`src/rtl/fetch_unit_if.sv`:
```
// Instruction-memory request/response channel between fetch_unit (master)
// and the instruction cache or memory (slave).
interface fetch_unit_if;
    logic        imem_req_valid;
    logic [31:0] imem_req_addr;
    logic        imem_req_ready;
    logic        imem_resp_valid;
    logic [31:0] imem_resp_data;

    modport master (
        output imem_req_valid, imem_req_addr,
        input  imem_req_ready, imem_resp_valid, imem_resp_data
    );

    modport slave (
        input  imem_req_valid, imem_req_addr,
        output imem_req_ready, imem_resp_valid, imem_resp_data
    );
endinterface

```
`src/rtl/fetch_unit.sv`:
```
// Fetch unit: issues predictor PCs to instruction memory, tracks in-flight requests
// and squashes stale responses after a flush. Optional counters: FETCH_PERF_CNT_EN.
module fetch_unit #(
    parameter int          DEPTH    = 4,
    parameter logic [31:0] NOP_WORD = 32'h0000_0000
) (
    input  logic         clk,
    input  logic         rst,
    input  logic [31:0]  npc,
    input  logic         flush,
    output logic         fetch_stall,
    fetch_unit_if.master imem,
    output logic [31:0]  inst_feedback,
    output logic         inst_valid,
    output logic [31:0]  inst_pc
`ifdef FETCH_PERF_CNT_EN
    ,
    output logic [31:0]  perf_stall_cycles,
    output logic [31:0]  perf_dropped
`endif
);

    localparam int PTR_W = $clog2(DEPTH);
    localparam int CNT_W = PTR_W + 1;

    logic [CNT_W-1:0] outstanding;
    logic [CNT_W-1:0] drop_cnt;
    logic [PTR_W-1:0] wr_ptr;
    logic [PTR_W-1:0] rd_ptr;
    logic [31:0]      addr_q [DEPTH];

    logic fire;
    logic pop;
    logic live;

    // Issue gating uses the registered count, so a pop frees a slot only next cycle.
    always_comb begin
        imem.imem_req_valid = !rst && !flush && (outstanding < CNT_W'(DEPTH));
        imem.imem_req_addr  = npc;
        fire                = imem.imem_req_valid && imem.imem_req_ready;
        fetch_stall         = !fire;
        pop                 = imem.imem_resp_valid && (outstanding != '0);
        live                = pop && (drop_cnt == '0) && !flush;
        inst_valid          = live;
        inst_feedback       = live ? imem.imem_resp_data : NOP_WORD;
        inst_pc             = addr_q[rd_ptr];
    end

    always_ff @(posedge clk or posedge rst) begin
        if (rst) begin
            outstanding <= '0;
            drop_cnt    <= '0;
            wr_ptr      <= '0;
            rd_ptr      <= '0;
        end else begin
            if (fire)
                wr_ptr <= wr_ptr + 1'b1;
            if (pop)
                rd_ptr <= rd_ptr + 1'b1;

            case ({fire, pop})
                2'b10:   outstanding <= outstanding + 1'b1;
                2'b01:   outstanding <= outstanding - 1'b1;
                default: outstanding <= outstanding;
            endcase

            // A flush replaces the drop count with everything still in flight.
            if (flush)
                drop_cnt <= outstanding - CNT_W'(pop);
            else if (pop && (drop_cnt != '0))
                drop_cnt <= drop_cnt - 1'b1;
        end
    end

    always_ff @(posedge clk) begin
        if (fire)
            addr_q[wr_ptr] <= npc;
    end

`ifdef FETCH_PERF_CNT_EN
    always_ff @(posedge clk or posedge rst) begin
        if (rst) begin
            perf_stall_cycles <= '0;
            perf_dropped      <= '0;
        end else begin
            if (fetch_stall)
                perf_stall_cycles <= perf_stall_cycles + 1'b1;
            if (pop && !live)
                perf_dropped <= perf_dropped + 1'b1;
        end
    end
`endif

`ifndef SYNTHESIS
    // A response with nothing in flight means the memory was not reset with us.
    always_ff @(posedge clk) begin
        if (!rst)
            assert (!(imem.imem_resp_valid && (outstanding == '0)));
    end
`endif

endmodule
```
`src/flat_wrapper.sv`:
```
// flat-port wrapper written by rule: the top's interface ports become plain ports
module fetch_unit_flat 
#(
    parameter int          DEPTH    = 4,
    parameter logic [31:0] NOP_WORD = 32'h0000_0000
)
  (clk, rst, npc, flush, fetch_stall, inst_feedback, inst_valid, inst_pc, imem_imem_req_valid, imem_imem_req_addr, imem_imem_req_ready, imem_imem_resp_valid, imem_imem_resp_data);
  fetch_unit_if imem_i ();
  input  logic clk;
  input  logic rst;
  input  logic [31:0] npc;
  input  logic flush;
  output logic fetch_stall;
  output logic [31:0] inst_feedback;
  output logic inst_valid;
  output logic [31:0] inst_pc;
  output wire logic [$bits(imem_i.imem_req_valid)-1:0] imem_imem_req_valid;
  output wire logic [$bits(imem_i.imem_req_addr)-1:0] imem_imem_req_addr;
  input wire logic [$bits(imem_i.imem_req_ready)-1:0] imem_imem_req_ready;
  input wire logic [$bits(imem_i.imem_resp_valid)-1:0] imem_imem_resp_valid;
  input wire logic [$bits(imem_i.imem_resp_data)-1:0] imem_imem_resp_data;
  assign imem_imem_req_valid = imem_i.imem_req_valid;
  assign imem_imem_req_addr = imem_i.imem_req_addr;
  assign imem_i.imem_req_ready = imem_imem_req_ready;
  assign imem_i.imem_resp_valid = imem_imem_resp_valid;
  assign imem_i.imem_resp_data = imem_imem_resp_data;
  fetch_unit #(.DEPTH(DEPTH), .NOP_WORD(NOP_WORD)) u_core (.clk(clk), .rst(rst), .npc(npc), .flush(flush), .fetch_stall(fetch_stall), .imem(imem_i), .inst_feedback(inst_feedback), .inst_valid(inst_valid), .inst_pc(inst_pc));
endmodule
```
`config.mk`:
```
export PLATFORM = sky130hd
export DESIGN_NAME = fetch_unit_flat
export DESIGN_NICKNAME = d
export VERILOG_FILES = /design/src/rtl/fetch_unit_if.sv /design/src/rtl/fetch_unit.sv /design/src/flat_wrapper.sv
export SDC_FILE = /design/constraint.sdc
export NUM_CORES = 1
export LEC_CHECK = 0
export BUFFER_PORTS_ARGS = -buffer_cell sky130_fd_sc_hd__buf_2
export CORE_ASPECT_RATIO = 0.6
export CORE_MARGIN = 2
export CORE_UTILIZATION = 45
export DETAILED_ROUTE_END_ITERATION = 6
export PLACE_DENSITY = 0.74
export SYNTH_ARGS = -nofsm -noshare
export SYNTH_HDL_FRONTEND = slang
export SYNTH_SLANG_ARGS = --single-unit
```
`constraint.sdc`:
```
create_clock -name clk -period 2.5 [get_ports clk]
set_clock_uncertainty 0.2 [all_clocks]
set_input_delay 0.25 -clock clk [delete_from_list [all_inputs] [get_ports clk]]
set_output_delay 0.25 -clock clk [all_outputs]
set_load 0.01 [all_outputs]
```
==> metrics.md <==
| Metric | Value |
|---|---|
| Total power per unit cell area | `953 nW/um2` |
| Reg2reg start | `u_core.outstanding[0]$_DFFE_PP0P_` |
| Syn Area/Cell | `a little under 20 um2` |
| Total power | `7.28 mW` |
| Hold Path Cell Cnt | `3` |
| Synth top area cells | `edfxtp_1 (67%), mux4_2 (13%), buf_4 (4.6%)` |
| Final Critical Period | `2420 ps` |
| Vias post-DR | `3297` |
| CP required | `approximately 2100 ps` |
| Peak supply drop | `0.000502 V` |
| H-Tree Depth | `4` |
| Initial Utilization | `between 40% and 50%` |
| Total CTS buffers | `17` |
| Crit-path cells | `inv_1, ha_2, nand2b_2, nor3_4, buf_6, buf_4, and2_1, buf_2` |
| Crit-path slowest cell | `dfrtp_1` |
| Hold endpoint | `u_core.wr_ptr[0]$_DFFE_PP0P_` |
| TritonRoute pass-1 iters | `4` |
| Post-synth top area cell | `edfxtp_1` |
| Syn nets | `roughly 380` |
| Slew at the pin closest to its max-slew limit | `414 ps` |
| R2R setup slack | `300 ps` |
| Total congestion overflow | `0` |
| Sequential fraction of the synthesis area | `71.5%` |
| Clock Latency Late Sink | `approximately 400 ps` |
| Peak Freq | `0.414 GHz` |
| Total wire length | `12200 um` |
| Routed wire per std cell | `around 18 um` |
| Vias in the first global route | `3447` |
| Total global-route track usage | `18.0%` |
| Slew HR | `72.4%` |
| Hold path start | `imem_imem_req_ready` |
| Crit share post-route | `roughly 97%` |
| Die Span X | `150 um` |
| Die area | `13700 um2` |
| Dpl hpwl | `7870 um` |
| Ys Warns | `0` |
| Register bit count reported by yosys | `138` |
| Critical path capture point type | `output port` |
| Final design utilization | `around 62%` |
| GP Congestion | `between 0.7 and 0.8` |
| Slew Limit Fails | `0` |
| Post-Syn Instances | `slightly below 300` |
| Via density | `approximately 4.9` |
| Worst path bufs/invs | `4` |
| PortBufs | `167` |
| Post-synth top area share | `67.1%` |
| Worst-case clock buffer depth | `2` |
| Endpoints failing hold | `0` |
| CP startpoint kind | `register` |
| Register-to-Register Path Depth | `8` |
| Top Family by Delay on Critical Path | `buffers and inverters` |
| Critical path class | `register to output port` |
| CP max FO | `8` |
| Slowest stage delay, CP | `390 ps` |
| Antenna-violating nets left | `0` |
| P&R area growth vs syn | `33.4%` |
| ANT cells | `0` |
| DR iter-0 viols | `173` |
| Max-cap violations | `0` |
| First-pass GRT wire length | `18200 um` |
| IO Count | `168` |
| Worst Setup SP | `u_core.drop_cnt[1]$_DFFE_PP0P_` |
| Worst Hold Class | `input port to register` |
| Unique cell type count in the Yosys netlist | `31` |
| Clk slew on worst S/H paths | `60 ps` |
| Post-Syn Area | `5730 um2` |
| Rows | `31` |
| Height of the die | `91.4 um` |
| Leakage | `3.02 nW` |
| Clock sink total | `about 140` |
| Largest net degree at the start of global routing | `34` |
| CTS root buffer | `clkbuf_16` |
| Arr. time, crit path | `just under 2000 ps` |
| Status | `finished, final reports clean` |
| Fraction of layout cells with a size suffix above 1 | `51.7%` |
| CTS tree | `built` |
| Final net count | `571` |
| Core area | `12300 um2` |
| # setup viols final | `0` |
| Initial antenna violation count | `0` |
| # DRC | `0` |
| Worst R2R End | `u_core.outstanding[2]$_DFFE_PP0P_` |
registers in the layout, summed over array words and instances (netlist names):
signal	flops
u_core.rd_ptr	2
u_core.wr_ptr	2
u_core.addr_q	128
u_core.drop_cnt	3
u_core.outstanding	3
area by class of cell:
class                   instances  area [um2]
repair buffers                220        1400
multi-input cells             104        1320
clock inverters                14         149
flip-flops and latches        138        4100
inverters                      11        41.3
well taps                     165         206
clock buffers                  18         429
fillers                       888        4620
Yosys cell counts:
master	count
edfxtp_1	128
buf_4	35
and2_1	33
mux4_2	32
dfrtp_1	10
inv_1	10
ha_1	9
xnor2_1	5
and3_1	4
buf_2	4
clkbuf_1	2
clkbuf_2	2
nand2_1	2
nor3_2	2
xor2_1	2
a211o_1	1
a21boi_0	1
a21oi_1	1
a31o_1	1
fa_1	1
inv_2	1
mux2_2	1
mux2i_1	1
nand2b_1	1
nand4_1	1
nor2_1	1
nor4b_1	1
o211ai_1	1
o22ai_1	1
o31a_1	1
o31ai_4	1
routing by layer:
| layer | GRT usage (%) | vias up | routed length (um) |
|---|---|---|---|
| met5 | 0 | - | 0 |
| met4 | 5.66 | 0 | 113 |
| met3 | 4.12 | 10 | 643 |
| met2 | 29.6 | 106 | 5950 |
| met1 | 24.0 | 1671 | 5490 |
| li1 | - | 1510 | - |
stage by stage:
step,setup TNS [ps],instance area [um2],instances,setup slack (ps),hold WS (ps)
6_report,0,7640,670,83.2,71.9
4_1_cts,0,7570,665,26.6,52.6
2_1_floorplan,0,5730,296,288,-110
5_1_grt,-36.5,7640,670,-14.4,113
3_3_place_gp,0,6640,598,397,67.1
3_5_place_dp,0,6640,598,306,79.3
worst max path at each step:
stage                                        end  slack (ps)  depth (start not counted)
2_1_floorplan      u_core.addr_q[0][0]$_DFFE_PP_         290                          2
4_1_cts                        inst_feedback[19]          30                          7
6_report                       inst_feedback[23]          80                          8
3_3_place_gp   u_core.outstanding[2]$_DFFE_PP0P_         400                          9
3_5_place_dp   u_core.outstanding[2]$_DFFE_PP0P_         310                         10
5_1_grt                        inst_feedback[23]         -10                          8
report_power, final:
group | total [mW] | switching (mW) | leakage (nW) | internal, mW
Clock | 2.41 | 0.938 | 0.263 | 1.47
Combinational | 2.03 | 0.991 | 1.49 | 1.04
Sequential | 2.84 | 0.143 | 1.27 | 2.70
what timing repair did:
action,CTS,global route
resized for setup,0,17
endpoints found under the setup margin,0,33
hold buffers,35,0
hold endpoints to repair,140,0
setup buffers,0,1
placed cells by master, fill, tap and decap left out, drive strengths merged, types with 4 or more instances in the layout:
cell type | synthesis | layout
and2 | 33 | 33
and3 | 4 | 4
buf | 39 | 185
clkbuf | 4 | 18
clkinv | 0 | 4
clkinvlp | 0 | 6
dfrtp | 10 | 10
dlygate4sd3 | 0 | 35
edfxtp | 128 | 128
ha | 9 | 9
inv | 11 | 13
mux4 | 32 | 32
xnor2 | 5 | 5
worst min-delay path: cells and delay by family:
| family | cells | cell delay, ps |
|---|---|---|
| XOR/XNOR | 1 | 80 |
| AND/OR/NAND/NOR | 1 | 190 |
| buffers and inverters | 1 | 110 |
cells by family (layout without fill, tap and decap cells):
| family | count (synthesis) | after routing | share of synthesized area [%] |
|---|---|---|---|
| adders and majority gates | 10 | 10 | 2.31 |
| AOI/OAI and AO/OA | 8 | 8 | 1.29 |
| DFF | 138 | 138 | 71.5 |
| xor gates and xnor gates | 7 | 7 | 1.07 |
| buffers and inverters | 54 | 263 | 5.96 |
| muxes | 34 | 34 | 13.0 |
| and+or+nand+nor | 45 | 45 | 4.96 |
(Power assumes the default switching activity.)
